===== config.mk =====
export PLATFORM = sky130hd
export DESIGN_NAME = uart_frame_loader_flat
export DESIGN_NICKNAME = d
export VERILOG_FILES = /design/src/rtl/uart_frame_loader_if.sv /design/src/rtl/uart_frame_loader.sv /design/src/flat_wrapper.sv
export SDC_FILE = /design/constraint.sdc
export NUM_CORES = 1
export LEC_CHECK = 0
export CAP_MARGIN = 20
export CORE_MARGIN = 1.5
export CORE_UTILIZATION = 55
export CTS_CLUSTER_DIAMETER = 60
export DETAILED_ROUTE_END_ITERATION = 6
export GPL_TIMING_DRIVEN = 0
export PLACE_DENSITY = 0.84
export SKIP_LAST_GASP = 1
export SYNTH_ARGS = -nofsm -noshare
export SYNTH_HDL_FRONTEND = slang
export SYNTH_SLANG_ARGS = --single-unit
export TNS_END_PERCENT = 1

===== constraint.sdc =====
create_clock -name i_clk_sys -period 4.01 [get_ports i_clk_sys]
set_input_delay 0.802 -clock i_clk_sys [delete_from_list [all_inputs] [get_ports i_clk_sys]]
set_output_delay 0.802 -clock i_clk_sys [all_outputs]
set_load 0.01 [all_outputs]

===== src/rtl/uart_frame_loader_if.sv =====
`default_nettype none
// ============================================================================
//  Module      : uart_frame_loader_if
//  Description : Byte-in / frame-buffer-out bundle for uart_frame_loader.
//                The "master" side is the loader itself; "slave" is whoever
//                feeds UART bytes and consumes writes and status.
//  Revision    : 1.0 - initial release
// ============================================================================
interface uart_frame_loader_if #(
    parameter int PIX_W  = 12,
    parameter int ADDR_W = 15
);
    logic [7:0]        i_rx_data;
    logic              i_rx_done;
    logic              o_wr_en;
    logic [ADDR_W-1:0] o_wr_addr;
    logic [PIX_W-1:0]  o_wr_data;
    logic              o_pkt_ok;
    logic              o_pkt_err;
    logic              o_frame_done;
    logic [7:0]        o_status;

    modport master (
        input  i_rx_data, i_rx_done,
        output o_wr_en, o_wr_addr, o_wr_data,
        output o_pkt_ok, o_pkt_err, o_frame_done, o_status
    );

    modport slave (
        output i_rx_data, i_rx_done,
        input  o_wr_en, o_wr_addr, o_wr_data,
        input  o_pkt_ok, o_pkt_err, o_frame_done, o_status
    );
endinterface
`default_nettype wire


===== src/rtl/uart_frame_loader.sv =====
`default_nettype none
// ============================================================================
//  Module      : uart_frame_loader
//  Description : Frames UART bytes into checksummed packets
//                (SYNC0 SYNC1 CMD LEN_H LEN_L PAYLOAD CHK) and writes packed
//                big-endian pixels into the frame buffer. CMD 01 = pixels,
//                CMD 02 = set write pointer.
//  Revision    : 1.0 - initial release
// ============================================================================
module uart_frame_loader #(
    parameter int          PIX_W       = 12,
    parameter int          H_RES       = 160,
    parameter int          V_RES       = 120,
    parameter int          ADDR_W      = 15,
    parameter int          MAX_LEN     = 1024,
    parameter logic [7:0]  SYNC0       = 8'h55,
    parameter logic [7:0]  SYNC1       = 8'hAA,
    parameter int          TIMEOUT_CYC = 521000
) (
    input  logic                 i_clk_sys,
    input  logic                 i_rst_n,
    uart_frame_loader_if.master  bus
);

    localparam int                TMO_W      = $clog2(TIMEOUT_CYC + 1);
    localparam logic [TMO_W-1:0]  c_tmo_last = TMO_W'(TIMEOUT_CYC - 1);
    localparam logic [ADDR_W-1:0] c_last_pix = ADDR_W'(H_RES * V_RES - 1);
    localparam logic [31:0]       c_npix     = 32'(H_RES * V_RES);
    localparam logic [31:0]       c_max_len  = 32'(MAX_LEN);

    typedef enum logic [3:0] {
        S_IDLE = 4'd0,
        S_SYNC = 4'd1,
        S_CMD  = 4'd2,
        S_LENH = 4'd3,
        S_LENL = 4'd4,
        S_PAY  = 4'd5,
        S_CHK  = 4'd6
    } state_t;

    state_t            r_state, w_state_nxt;
    logic [TMO_W-1:0]  r_tmo;
    logic              r_is_pix;        // current packet is CMD 01
    logic [7:0]        r_len_h;
    logic [15:0]       r_cnt;           // payload bytes still to come
    logic [7:0]        r_sum;
    logic              r_lo_phase;      // next pixel byte is the low byte
    logic [7:0]        r_hi;
    logic [15:0]       r_addr_buf;
    logic [ADDR_W-1:0] r_ptr;
    logic [3:0]        r_err_cnt;

    logic              r_wr_en, r_pkt_ok, r_pkt_err, r_frame_done;
    logic [ADDR_W-1:0] r_wr_addr;
    logic [PIX_W-1:0]  r_wr_data;

    logic              w_wr, w_ok, w_err, w_load, w_tmo;
    logic [15:0]       w_len;
    logic [15:0]       w_word;

    assign w_len  = {r_len_h, bus.i_rx_data};
    assign w_word = {r_hi, bus.i_rx_data};

    // State register
    always_ff @(posedge i_clk_sys or negedge i_rst_n) begin
        if (!i_rst_n) r_state <= S_IDLE;
        else          r_state <= w_state_nxt;
    end

    // Next-state decode plus one-cycle event requests; a byte always beats a timeout
    always_comb begin
        w_state_nxt = r_state;
        w_wr        = 1'b0;
        w_ok        = 1'b0;
        w_err       = 1'b0;
        w_load      = 1'b0;
        w_tmo       = 1'b0;
        if (bus.i_rx_done) begin
            case (r_state)
                S_IDLE: if (bus.i_rx_data == SYNC0) w_state_nxt = S_SYNC;
                S_SYNC: begin
                    if (bus.i_rx_data == SYNC1)      w_state_nxt = S_CMD;
                    else if (bus.i_rx_data != SYNC0) w_state_nxt = S_IDLE;
                end
                S_CMD: begin
                    if (bus.i_rx_data == 8'h01 || bus.i_rx_data == 8'h02) begin
                        w_state_nxt = S_LENH;
                    end else begin
                        w_err       = 1'b1;
                        w_state_nxt = S_IDLE;
                    end
                end
                S_LENH: w_state_nxt = S_LENL;
                S_LENL: begin
                    if (({16'd0, w_len} > c_max_len) ||
                        (r_is_pix && w_len[0]) ||
                        (!r_is_pix && w_len != 16'd2)) begin
                        w_err       = 1'b1;
                        w_state_nxt = S_IDLE;
                    end else if (w_len == 16'd0) begin
                        w_state_nxt = S_CHK;
                    end else begin
                        w_state_nxt = S_PAY;
                    end
                end
                S_PAY: begin
                    w_wr = r_is_pix && r_lo_phase;
                    if (r_cnt == 16'd1) w_state_nxt = S_CHK;
                end
                S_CHK: begin
                    w_state_nxt = S_IDLE;
                    if (bus.i_rx_data != r_sum) begin
                        w_err = 1'b1;
                    end else if (!r_is_pix && ({16'd0, r_addr_buf} >= c_npix)) begin
                        w_err = 1'b1;
                    end else begin
                        w_ok   = 1'b1;
                        w_load = !r_is_pix;
                    end
                end
                default: w_state_nxt = S_IDLE;
            endcase
        end else if (r_state != S_IDLE && r_tmo == c_tmo_last) begin
            w_tmo       = 1'b1;
            w_err       = 1'b1;
            w_state_nxt = S_IDLE;
        end
    end

    // Packet datapath: checksum, length, pixel assembly, pointer, pulses, errors
    always_ff @(posedge i_clk_sys or negedge i_rst_n) begin
        if (!i_rst_n) begin
            r_tmo        <= '0;
            r_is_pix     <= 1'b0;
            r_len_h      <= '0;
            r_cnt        <= '0;
            r_sum        <= '0;
            r_lo_phase   <= 1'b0;
            r_hi         <= '0;
            r_addr_buf   <= '0;
            r_ptr        <= '0;
            r_err_cnt    <= '0;
            r_wr_en      <= 1'b0;
            r_pkt_ok     <= 1'b0;
            r_pkt_err    <= 1'b0;
            r_frame_done <= 1'b0;
            r_wr_addr    <= '0;
            r_wr_data    <= '0;
        end else begin
            r_wr_en      <= w_wr;
            r_pkt_ok     <= w_ok;
            r_pkt_err    <= w_err;
            r_frame_done <= w_wr && (r_ptr == c_last_pix);

            if (w_wr) begin
                r_wr_addr <= r_ptr;
                r_wr_data <= w_word[PIX_W-1:0];
                r_ptr     <= (r_ptr == c_last_pix) ? '0 : r_ptr + 1'b1;
            end else if (w_load) begin
                r_ptr <= ADDR_W'(r_addr_buf);
            end

            if (w_err && r_err_cnt != 4'hF) r_err_cnt <= r_err_cnt + 4'd1;

            if (r_state == S_IDLE || bus.i_rx_done || w_tmo) r_tmo <= '0;
            else                                              r_tmo <= r_tmo + 1'b1;

            if (bus.i_rx_done) begin
                case (r_state)
                    S_CMD: begin
                        r_is_pix <= (bus.i_rx_data == 8'h01);
                        r_sum    <= bus.i_rx_data;
                    end
                    S_LENH: begin
                        r_len_h <= bus.i_rx_data;
                        r_sum   <= r_sum + bus.i_rx_data;
                    end
                    S_LENL: begin
                        r_cnt      <= w_len;
                        r_lo_phase <= 1'b0;
                        r_sum      <= r_sum + bus.i_rx_data;
                    end
                    S_PAY: begin
                        r_cnt <= r_cnt - 16'd1;
                        r_sum <= r_sum + bus.i_rx_data;
                        if (r_is_pix) begin
                            r_lo_phase <= !r_lo_phase;
                            if (!r_lo_phase) r_hi <= bus.i_rx_data;
                        end else begin
                            r_addr_buf <= {r_addr_buf[7:0], bus.i_rx_data};
                        end
                    end
                    default: ;
                endcase
            end
        end
    end

    assign bus.o_wr_en      = r_wr_en;
    assign bus.o_wr_addr    = r_wr_addr;
    assign bus.o_wr_data    = r_wr_data;
    assign bus.o_pkt_ok     = r_pkt_ok;
    assign bus.o_pkt_err    = r_pkt_err;
    assign bus.o_frame_done = r_frame_done;
    assign bus.o_status     = {r_err_cnt, r_state};

endmodule
`default_nettype wire


===== src/flat_wrapper.sv =====
// flat-port wrapper written by rule: the top's interface ports become plain ports
module uart_frame_loader_flat 
#(
    parameter int          PIX_W       = 12,
    parameter int          H_RES       = 160,
    parameter int          V_RES       = 120,
    parameter int          ADDR_W      = 15,
    parameter int          MAX_LEN     = 1024,
    parameter logic [7:0]  SYNC0       = 8'h55,
    parameter logic [7:0]  SYNC1       = 8'hAA,
    parameter int          TIMEOUT_CYC = 521000
)
  (i_clk_sys, i_rst_n, bus_i_rx_data, bus_i_rx_done, bus_o_wr_en, bus_o_wr_addr, bus_o_wr_data, bus_o_pkt_ok, bus_o_pkt_err, bus_o_frame_done, bus_o_status);
  uart_frame_loader_if #(.PIX_W(PIX_W), .ADDR_W(ADDR_W)) bus_i ();
  input  logic i_clk_sys;
  input  logic i_rst_n;
  input wire logic [$bits(bus_i.i_rx_data)-1:0] bus_i_rx_data;
  input wire logic [$bits(bus_i.i_rx_done)-1:0] bus_i_rx_done;
  output wire logic [$bits(bus_i.o_wr_en)-1:0] bus_o_wr_en;
  output wire logic [$bits(bus_i.o_wr_addr)-1:0] bus_o_wr_addr;
  output wire logic [$bits(bus_i.o_wr_data)-1:0] bus_o_wr_data;
  output wire logic [$bits(bus_i.o_pkt_ok)-1:0] bus_o_pkt_ok;
  output wire logic [$bits(bus_i.o_pkt_err)-1:0] bus_o_pkt_err;
  output wire logic [$bits(bus_i.o_frame_done)-1:0] bus_o_frame_done;
  output wire logic [$bits(bus_i.o_status)-1:0] bus_o_status;
  assign bus_i.i_rx_data = bus_i_rx_data;
  assign bus_i.i_rx_done = bus_i_rx_done;
  assign bus_o_wr_en = bus_i.o_wr_en;
  assign bus_o_wr_addr = bus_i.o_wr_addr;
  assign bus_o_wr_data = bus_i.o_wr_data;
  assign bus_o_pkt_ok = bus_i.o_pkt_ok;
  assign bus_o_pkt_err = bus_i.o_pkt_err;
  assign bus_o_frame_done = bus_i.o_frame_done;
  assign bus_o_status = bus_i.o_status;
  uart_frame_loader #(.PIX_W(PIX_W), .H_RES(H_RES), .V_RES(V_RES), .ADDR_W(ADDR_W), .MAX_LEN(MAX_LEN), .SYNC0(SYNC0), .SYNC1(SYNC1), .TIMEOUT_CYC(TIMEOUT_CYC)) u_core (.i_clk_sys(i_clk_sys), .i_rst_n(i_rst_n), .bus(bus_i));
endmodule

==> metrics.yaml, run 1 <==
ys_types: 68
ys_ff_latch: 126
drt-total-wl_um: 16300
synth_enable_flop_cells: 0
yosysSeqAreaShare: 0.478
syn_area_sq_um: 6600
syn_nets: 720
hp-class: "input port to asynchronous set/reset pin"
fillers: 888
fp-row-count: 39
gr-usage-all-layers: 0.274
die_h_um: 113
ctsHoldBuffers: 0
tns_ns: 0
drive_gt1_frac: 0.118
clock-sinks: 126
fmax_mhz: 285
ys_warn_count: 0
worst_slew_pin_slew_ns: 1.06
critPathKind: "input port to flip-flop"
hold_viol: 0
ir_drop_mv: 0.361
r2r-end: "u_core.r_err_cnt[3]"
p_leak_nw: 3.48
via_count: 5578
cp_top_family: "buffers and inverters"
cts_buffers: 17
grt_first_pass_wirelength_um: 27200
crit_fanout: 9
cts_max_level: 4
fin_crit_ns: 3.50
start_kind: "input port"
drtIter0Drc: 417
crit_arrival_ns: 3.80
coreArea_sq_um: 11600
ys.flop_type: "dfrtp_1"
cts_resized: 0
clock_latency_ns: 0.42
cts_root_buffer: "clkbuf_16"
seqCellArea_sq_um: 3150
final-max-slew-violation-count: 0
drc: 5
fin_crit_sh: 0.874
vias_per_cell: 6.08
gp_congestion: 0.939
die_x_um: 113
firstDrtPassIters: 7
avgSynthCellArea_sq_um: 9.48
grt_max_degree: 75
cts.clk_slew.worst_paths_ns: 0.06
multi_input_area_sq_um: 3240
failed_checks: "DRC"
end_kind: "flip-flop"
globalRouteOverflowTotal: 0
antenna_cells: 0
cts_tree: "yes"
fin_nets: 786
relSlewSlack: 0.288
finClkSkew_ns: 0.00664
maxCapViolations: 0
start_util: 0.571
ios: 50
cp.required_ns: 4.31
antenna_found_initial: 0
p_per_area_nw_per_um2: 405
setup_violations: 0
async_flop_share: 1.00
dpl_cell_area_sq_um: 7270
critPathBufInv: 1
ant_nets: 0
wl_per_cell_um: 17.8
slowest_stage: "clkdlybuf4s50_1"
critPathMaxStageDelay_ns: 0.87
worstPathCellList: "clkdlybuf4s50_1 > ha_1 > nor4_4 > nand3_1 > o311ai_0 > o311a_4 > nor3_1 > mux2_1"
final_area_sq_um: 7870
portBuffers: 46
rsz0062_at_grt: "no"
grt_pass1_vias: 5660
r2r_setup_slack_ns: 1.38
finalCoreUtilization: 0.680
cts_buffer_depth: 2
area_delta_synth_final_pct: 19.2
dieArea_sq_um: 12700
post_cts_buffers: 0
hpwl_um: 11400
synth_cells: 696
outcome: "finished, violations left"
reg2regPathDepth: 7
rr_startpoint: "u_core.r_sum[5]"
[cell usage after synthesis (all sizes together), types with 11 or more instances]
cell type  number  area [sq um]
dfrtp         126          3150
nand2         117           439
o21ai          58           290
nor2           55           206
a21oi          38           190
mux2           30           338
nor3           28           173
nand3          26           130
inv            17          63.8
xor2           17           149
buf            16          80.1
clkbuf         16          61.3
ha             12           150
nand4          12          90.1
nand2b         11          68.8
[worst reg2reg max path: cells and delay by family, from the launching register on]
kind            cells  cell delay, ns
simple gates        3            0.60
flops               1            0.38
mux                 1            0.35
compound gates      2            0.81
fa+ha+maj           1            0.38
[power breakdown]
group          internal [W]  switching, W
Combinational      0.000119      0.000156
Sequential          0.00131     0.0000486
Clock               0.00100      0.000548
[cell usage in the layout (no fill, tap or decap), types with 24 or more instances in the layout]
cell / count
nand2_1: 117
nor3_1: 24
nand3_1: 26
o21ai_0: 55
dfrtp_1: 126
nor2_1: 55
mux2_2: 27
clkdlybuf4s50_1: 45
a21oi_1: 38
[sequential cells by signal, summed over array words and instances, names as in the netlist, 3 cells and up]
register	flops
u_core.r_addr_buf	16
u_core.r_state	3
u_core.r_tmo	19
u_core.r_err_cnt	4
u_core.r_cnt	16
u_core.bus.o_wr_addr	15
u_core.bus.o_wr_data	12
u_core.r_sum	8
u_core.r_len_h	8
u_core.r_hi	4
u_core.r_ptr	15
[area by class of cell]
class                      instances  area share
clock buffer                      20      0.0581
timing repair buffer              47      0.0622
tap                              143      0.0227
clock inverter                    11      0.0180
sequential                       126       0.401
buffer                            32      0.0180
multi-input combinational        521       0.412
inverter                          17     0.00811
[how the worst max path moves through the flow]
| stage | depth (start not counted) | to | slack (ns) | startpoint |
|---|---|---|---|---|
| after floorplan | 7 | u_core.r_ptr[7] | 1.21 | bus_i_rx_data[5] |
| after global placement | 1 | u_core.r_tmo[6] | -2.70 | i_rst_n |
| after detailed placement | 8 | u_core.r_ptr[4] | 0.12 | bus_i_rx_data[4] |
| after CTS | 8 | u_core.r_ptr[4] | 0.58 | bus_i_rx_data[4] |
| after global routing | 9 | u_core.r_ptr[14] | 0.39 | bus_i_rx_data[4] |
| final | 8 | u_core.r_err_cnt[3] | 0.51 | bus_i_rx_data[6] |
[per-stage QoR]
stage               power (W)  worst slack, ns  cells  hold slack, ns
CTS                   0.00321            0.580    917           0.335
floorplan             0.00151             1.21    696           0.435
finish                0.00318            0.507    917           0.322
global route          0.00329            0.393    917           0.352
global placement      0.00164            -2.70    885           0.458
detailed placement    0.00165            0.122    886           0.462
[metal layers]
metal  global-route usage  wire length, um  part of all wire  vias to the layer above
met2                0.474             8270              0.51                      199
met1                0.328             6670              0.41                     2726
met4                0.109              429             0.026                        0
met3               0.0697              920             0.056                       43
met5                    0                0                 0                        -
li1                     -                -                 -                     2610
[logic make-up after synthesis]
| family | share of synthesized area |
|---|---|
| other | 0.000568 |
| AO/OA/AOI/OAI | 0.145 |
| multiplexers | 0.0664 |
| flip-flops | 0.478 |
| buffers and inverters | 0.0311 |
| AND/OR/NAND/NOR | 0.221 |
| XOR/XNOR | 0.0317 |
| adder cells (fa/ha/maj) | 0.0258 |
No activity file was read; power rests on OpenSTA's default activity.
==> inputs of run 2 (changes only) <==
--- a/config.mk
+++ b/config.mk
@@ -9,9 +9,12 @@
 export CORE_MARGIN = 1.5
 export CORE_UTILIZATION = 55
 export CTS_CLUSTER_DIAMETER = 60
+export CTS_CLUSTER_SIZE = 14
 export DETAILED_ROUTE_END_ITERATION = 6
 export GPL_TIMING_DRIVEN = 0
+export MAX_ROUTING_LAYER = met4
 export PLACE_DENSITY = 0.84
+export RECOVER_POWER = 50
 export SKIP_LAST_GASP = 1
 export SYNTH_ARGS = -nofsm -noshare
 export SYNTH_HDL_FRONTEND = slang
==> run 2 against run 1 <==
- the run ends with DRC, capacitance limit, slew limit left
- non-clock buffer count unchanged
- utilization increased by 0.31 points
- sequential share of layout area decreased by 0.18 points
- largest cell class unchanged
- worst setup slack lost 0.036 ns
- wire length is 4.9% higher
- largest power group unchanged
- via count rose by 3.3%
- design area increased by 0.46%
- register-to-register slack got worse by 0.08 ns
- fmax fell by 1.0%
- critical path depth grew 1
- clock-buffer cell count increased by 3
==> metrics.yaml, run 2 (synthesis gave the netlist of run 1 again) <==
outcome: "finished, violations left"
failed_checks: "DRC, capacitance limit, slew limit"
worst_slew_pin_slew_ns: 2.92
clock-sinks: 126
critPathKind: "input port to flip-flop"
relSlewSlack: -0.949
ant_nets: 0
fin_cells: 918
fmax_mhz: 283
gp_congestion: 0.931
final-max-slew-violation-count: 51
start_util: 0.571
via_count: 5761
p_leak_nw: 3.53
drtIter0Drc: 463
place_inst: 886
cts.clk_slew.worst_paths_ns: 0.06
hpwl_um: 11700
cts_resized: 0
start_kind: "input port"
setup_violations: 0
area_delta_synth_final_pct: 19.7
tns_ns: 0
antenna_cells: 0
gr-usage-all-layers: 0.289
grt_max_degree: 77
maxCapViolations: 1
cts_max_level: 4
startpoint: "bus_i_rx_data[5]"
cp_top_family: "buffers and inverters"
worstPathCellList: "clkdlybuf4s50_1 > ha_1 > nor4_4 > nand4_4 > a2111oi_4 > nor2_1 > buf_2 > o21ai_0 > o211ai_1"
crit_arrival_ns: 3.82
crit_fanout: 10
hold_path_startpoint: "u_core.bus.o_wr_data[3]"
drc: 5
fp-row-count: 39
fillers: 860
fin_crit_sh: 0.883
fin_nets: 786
drt-total-wl_um: 17100
p_per_area_nw_per_um2: 417
layout_commonest_cell: "dfrtp_1"
hp-class: "flip-flop to flip-flop"
final_area_sq_um: 7900
grt_first_pass_wirelength_um: 28100
rr_startpoint: "u_core.r_state[1]"
post_cts_buffers: 0
top_regs: "u_core.r_tmo (19), u_core.r_addr_buf (16), u_core.r_cnt (16)"
cts_buffer_depth: 2
finalCoreUtilization: 0.683
cts_root_buffer: "clkbuf_16"
portBuffers: 46
globalRouteOverflowTotal: 0
die_x_um: 113
firstDrtPassIters: 7
end_kind: "flip-flop"
finClkSkew_ns: 0.00706
critPathMaxStageDelay_ns: 0.70
ios: 50
antenna_found_initial: 0
slowest_stage: "clkdlybuf4s50_1"
fin_crit_ns: 3.54
largest_reg_flops: 19
drive_gt1_frac: 0.115
dpl_cell_area_sq_um: 7270
cts_tree: "yes"
critPathBufInv: 2
rsz0062_at_grt: "no"
ctsHoldBuffers: 0
grt_pass1_vias: 5818
cts_buffers: 17
dieArea_sq_um: 12700
timing.hold.ws_ns: 0.468
regMostFlops: "u_core.r_tmo"
hold_viol: 0
final_cell_mix: "126 x dfrtp_1, 117 x nand2_1, 55 x nor2_1, 55 x o21ai_0, 38 x a21oi_1"
ir_drop_mv: 0.372
die_h_um: 113
clock_latency_ns: 0.42
cp.required_ns: 4.29
wl_per_cell_um: 18.6
coreArea_sq_um: 11600
vias_per_cell: 6.28
==> run 2: worst paths after layout <==
kind                                           end  slack, ns  cells past startpoint
min                        u_core.bus.o_wr_data[3]       0.47                      2
max                               u_core.r_ptr[10]       0.47                      9
min reg2reg                u_core.bus.o_wr_data[3]       0.47                      2
min in group asynchronous          u_core.r_sum[3]       1.33                      1
max in group asynchronous          u_core.r_cnt[2]       1.02                      1
max reg2reg                         u_core.r_hi[2]       1.30                      4
==> run 2: worst min-delay path: cells and delay by family (launching register included) <==
kind / cells / cell delay, ns
DFF: 1 / 0.34
and+or+nand+nor: 2 / 0.10
==> run 2: cell type report <==
| type | instances | area [sq um] | area share |
|---|---|---|---|
| sequential | 126 | 3150 | 0.399 |
| clock inverter | 9 | 155 | 0.0196 |
| tap | 143 | 179 | 0.0226 |
| buffer | 32 | 140 | 0.0177 |
| timing repair buffer | 47 | 482 | 0.0610 |
| clock buffer | 23 | 488 | 0.0617 |
| multi-input combinational | 521 | 3240 | 0.410 |
| inverter | 17 | 63.8 | 0.00807 |
==> run 2: report_power, final <==
part	total, W	internal, W	switching (W)	leakage [nW]
sequential	0.00136	0.00131	0.0000481	1.70
combinational	0.000279	0.000119	0.000161	1.52
clock	0.00166	0.00111	0.000548	0.314
total	0.00329	0.00254	0.000757	3.53
==> run 2: metal layers <==
metal	track usage	part of all wire
met1	0.321	0.40
met2	0.487	0.51
met3	0.0734	0.062
met4	0.138	0.033
met5	-	0
==> run 2: metrics by stage <==
stage | worst slack [ns] | power (W)
after floorplan | 1.21 | 0.00151
after global placement | -2.68 | 0.00164
after detailed placement | 0.129 | 0.00165
after CTS | 0.521 | 0.00331
after global routing | 0.365 | 0.00339
final | 0.471 | 0.00329
==> inputs of run 3 (changes only) <==
--- a/config.mk
+++ b/config.mk
@@ -11,11 +11,13 @@
 export CTS_CLUSTER_DIAMETER = 60
 export CTS_CLUSTER_SIZE = 14
 export DETAILED_ROUTE_END_ITERATION = 6
+export GPL_ROUTABILITY_DRIVEN = 0
 export GPL_TIMING_DRIVEN = 0
 export MAX_ROUTING_LAYER = met4
 export PLACE_DENSITY = 0.84
 export RECOVER_POWER = 50
 export SKIP_LAST_GASP = 1
+export SLEW_MARGIN = 20
 export SYNTH_ARGS = -nofsm -noshare
 export SYNTH_HDL_FRONTEND = slang
 export SYNTH_SLANG_ARGS = --single-unit
==> run 3 against run 2 <==
- clock skew rose by 0.0013 ns
- register-to-register slack got worse by 0.07 ns
- largest cell class unchanged
- final cell count fell by 0.11%
- the run still ends with DRC, capacitance limit, slew limit left
==> metrics.yaml, run 3 (synthesis gave the netlist of run 1 again) <==
outcome: "finished, violations left"
failed_checks: "DRC, capacitance limit, slew limit"
internal_power_w: 0.00245
rsz0062_at_grt: "no"
fin_crit_sh: 0.908
seqCellArea_sq_um: 3150
post_cts_buffers: 0
ctsHoldBuffers: 0
setup_slack_ns: 0.370
cts_root_buffer: "clkbuf_16"
portBuffers: 46
multi_input_area_sq_um: 3240
fin_nets: 786
place_ws_ns: 0.0684
top_regs: "u_core.r_tmo (19), u_core.r_addr_buf (16), u_core.r_cnt (16)"
p_sw_w: 0.000751
pwr-share-clk: 0.490
largest_reg_flops: 19
cts_buffer_depth: 2
switching_share: 0.235
crit_fanout: 10
finalCoreUtilization: 0.680
fp-row-count: 39
antenna_found_initial: 0
cts_max_level: 4
grt_first_pass_wirelength_um: 28100
crit_arrival_ns: 3.92
end_kind: "flip-flop"
grt_max_degree: 86
p_leak_nw: 3.54
grt_pass1_vias: 5822
timing.hold.ws_ns: 0.470
cts_tree: "yes"
firstDrtPassIters: 7
die_x_um: 113
final_area_sq_um: 7870
finClkSkew_ns: 0.00835
fillers: 875
area_delta_synth_final_pct: 19.2
start_util: 0.571
place_inst: 886
die_h_um: 113
fin_crit_ns: 3.64
setup_violations: 0
cts_resized: 0
hold_viol: 0
p_comb_frac: 0.086
seqPwrFrac: 0.424
wl_per_cell_um: 18.4
clock_latency_ns: 0.42
final-max-slew-violation-count: 42
clock-sinks: 126
fin_cells: 917
antenna_cells: 0
via_count: 5783
hp-class: "flip-flop to flip-flop"
cts_buffers: 17
ios: 50
worst_slew_pin_slew_ns: 2.34
start_kind: "input port"
vias_per_cell: 6.31
layout_commonest_cell: "dfrtp_1"
hpwl_um: 11400
ir_drop_mv: 0.337
coreArea_sq_um: 11600
ant_nets: 0
relSlewSlack: -0.559
critPathKind: "input port to flip-flop"
final_cell_mix: "126 x dfrtp_1, 117 x nand2_1, 55 x nor2_1, 55 x o21ai_0, 38 x a21oi_1"
dpl_cell_area_sq_um: 7270
drt-total-wl_um: 16900
fmax_mhz: 275
gr-usage-all-layers: 0.289
drive_gt1_frac: 0.115
dieArea_sq_um: 12700
globalRouteOverflowTotal: 0
drc: 5
drtIter0Drc: 538
cts.clk_slew.worst_paths_ns: 0.05
cp.required_ns: 4.29
regMostFlops: "u_core.r_tmo"
maxCapViolations: 1
p_per_area_nw_per_um2: 407
## run 3: cell types whose count changed in the layout (fill, tap and decap cells not counted), sizes merged
cell	delta
bufinv	-1
clkinv	+2
clkbuf	-2
dlygate4sd3	+5
clkdlybuf4s50	-5
inv	-1
clkinvlp	+1
## run 3: stage by stage
step,power (W),setup TNS [ns]
2_1_floorplan,0.00151,0
3_3_place_gp,0.00163,-325.48
3_5_place_dp,0.00165,0
4_1_cts,0.00321,0
5_1_grt,0.00330,0
6_report,0.00320,0
## run 3: power groups by stage
stage / Combinational [W] / Clock (W) / Sequential [W]
2_1_floorplan: 0.000132 / 0 / 0.00138
3_3_place_gp: 0.000258 / 0 / 0.00138
3_5_place_dp: 0.000271 / 0 / 0.00138
4_1_cts: 0.000275 / 0.00158 / 0.00136
5_1_grt: 0.000302 / 0.00163 / 0.00136
6_report: 0.000274 / 0.00157 / 0.00136
## run 3: final timing paths
kind,startpoint,endpoint,slack [ns],cells past startpoint
setup / recovery,bus_i_rx_data[4],u_core.r_ptr[10],0.37,9
hold / removal,u_core.bus.o_wr_addr[13],u_core.bus.o_wr_addr[13],0.47,2
setup reg to reg,u_core.r_sum[5],u_core.r_ptr[10],1.23,8
hold reg to reg,u_core.bus.o_wr_addr[13],u_core.bus.o_wr_addr[13],0.47,2
max in group asynchronous,i_rst_n,u_core.bus.o_wr_addr[13],1.59,1
min in group asynchronous,i_rst_n,u_core.r_sum[3],1.09,1
## run 3: critical path, cell delays in order
cell and delay (ns):
clkdlybuf4s50_1 0.85, ha_1 0.42, nor3_2 0.38, nand4_4 0.20
a2111oi_4 0.58, nor2_1 0.10, buf_2 0.21, o21ai_0 0.26
o211ai_1 0.12
## run 3: metal layers
layer / vias to the layer above / part of all wire / global-route usage / routed length (um)
li1: 2610 / - / - / -
met1: 2805 / 0.40 / 0.332 / 6700
met2: 293 / 0.50 / 0.482 / 8500
met3: 75 / 0.066 / 0.0599 / 1120
met4: 0 / 0.034 / 0.143 / 581
met5: - / 0 / - / 0
## run 3: layout make-up
cell class	count	share of cell area
Buffer	32	0.0178
Clock buffer	21	0.0598
Clock inverter	10	0.0175
Inverter	17	0.00811
Multi-Input combinational cell	521	0.412
Sequential cell	126	0.401
Tap cell	143	0.0227
Timing Repair Buffer	47	0.0612
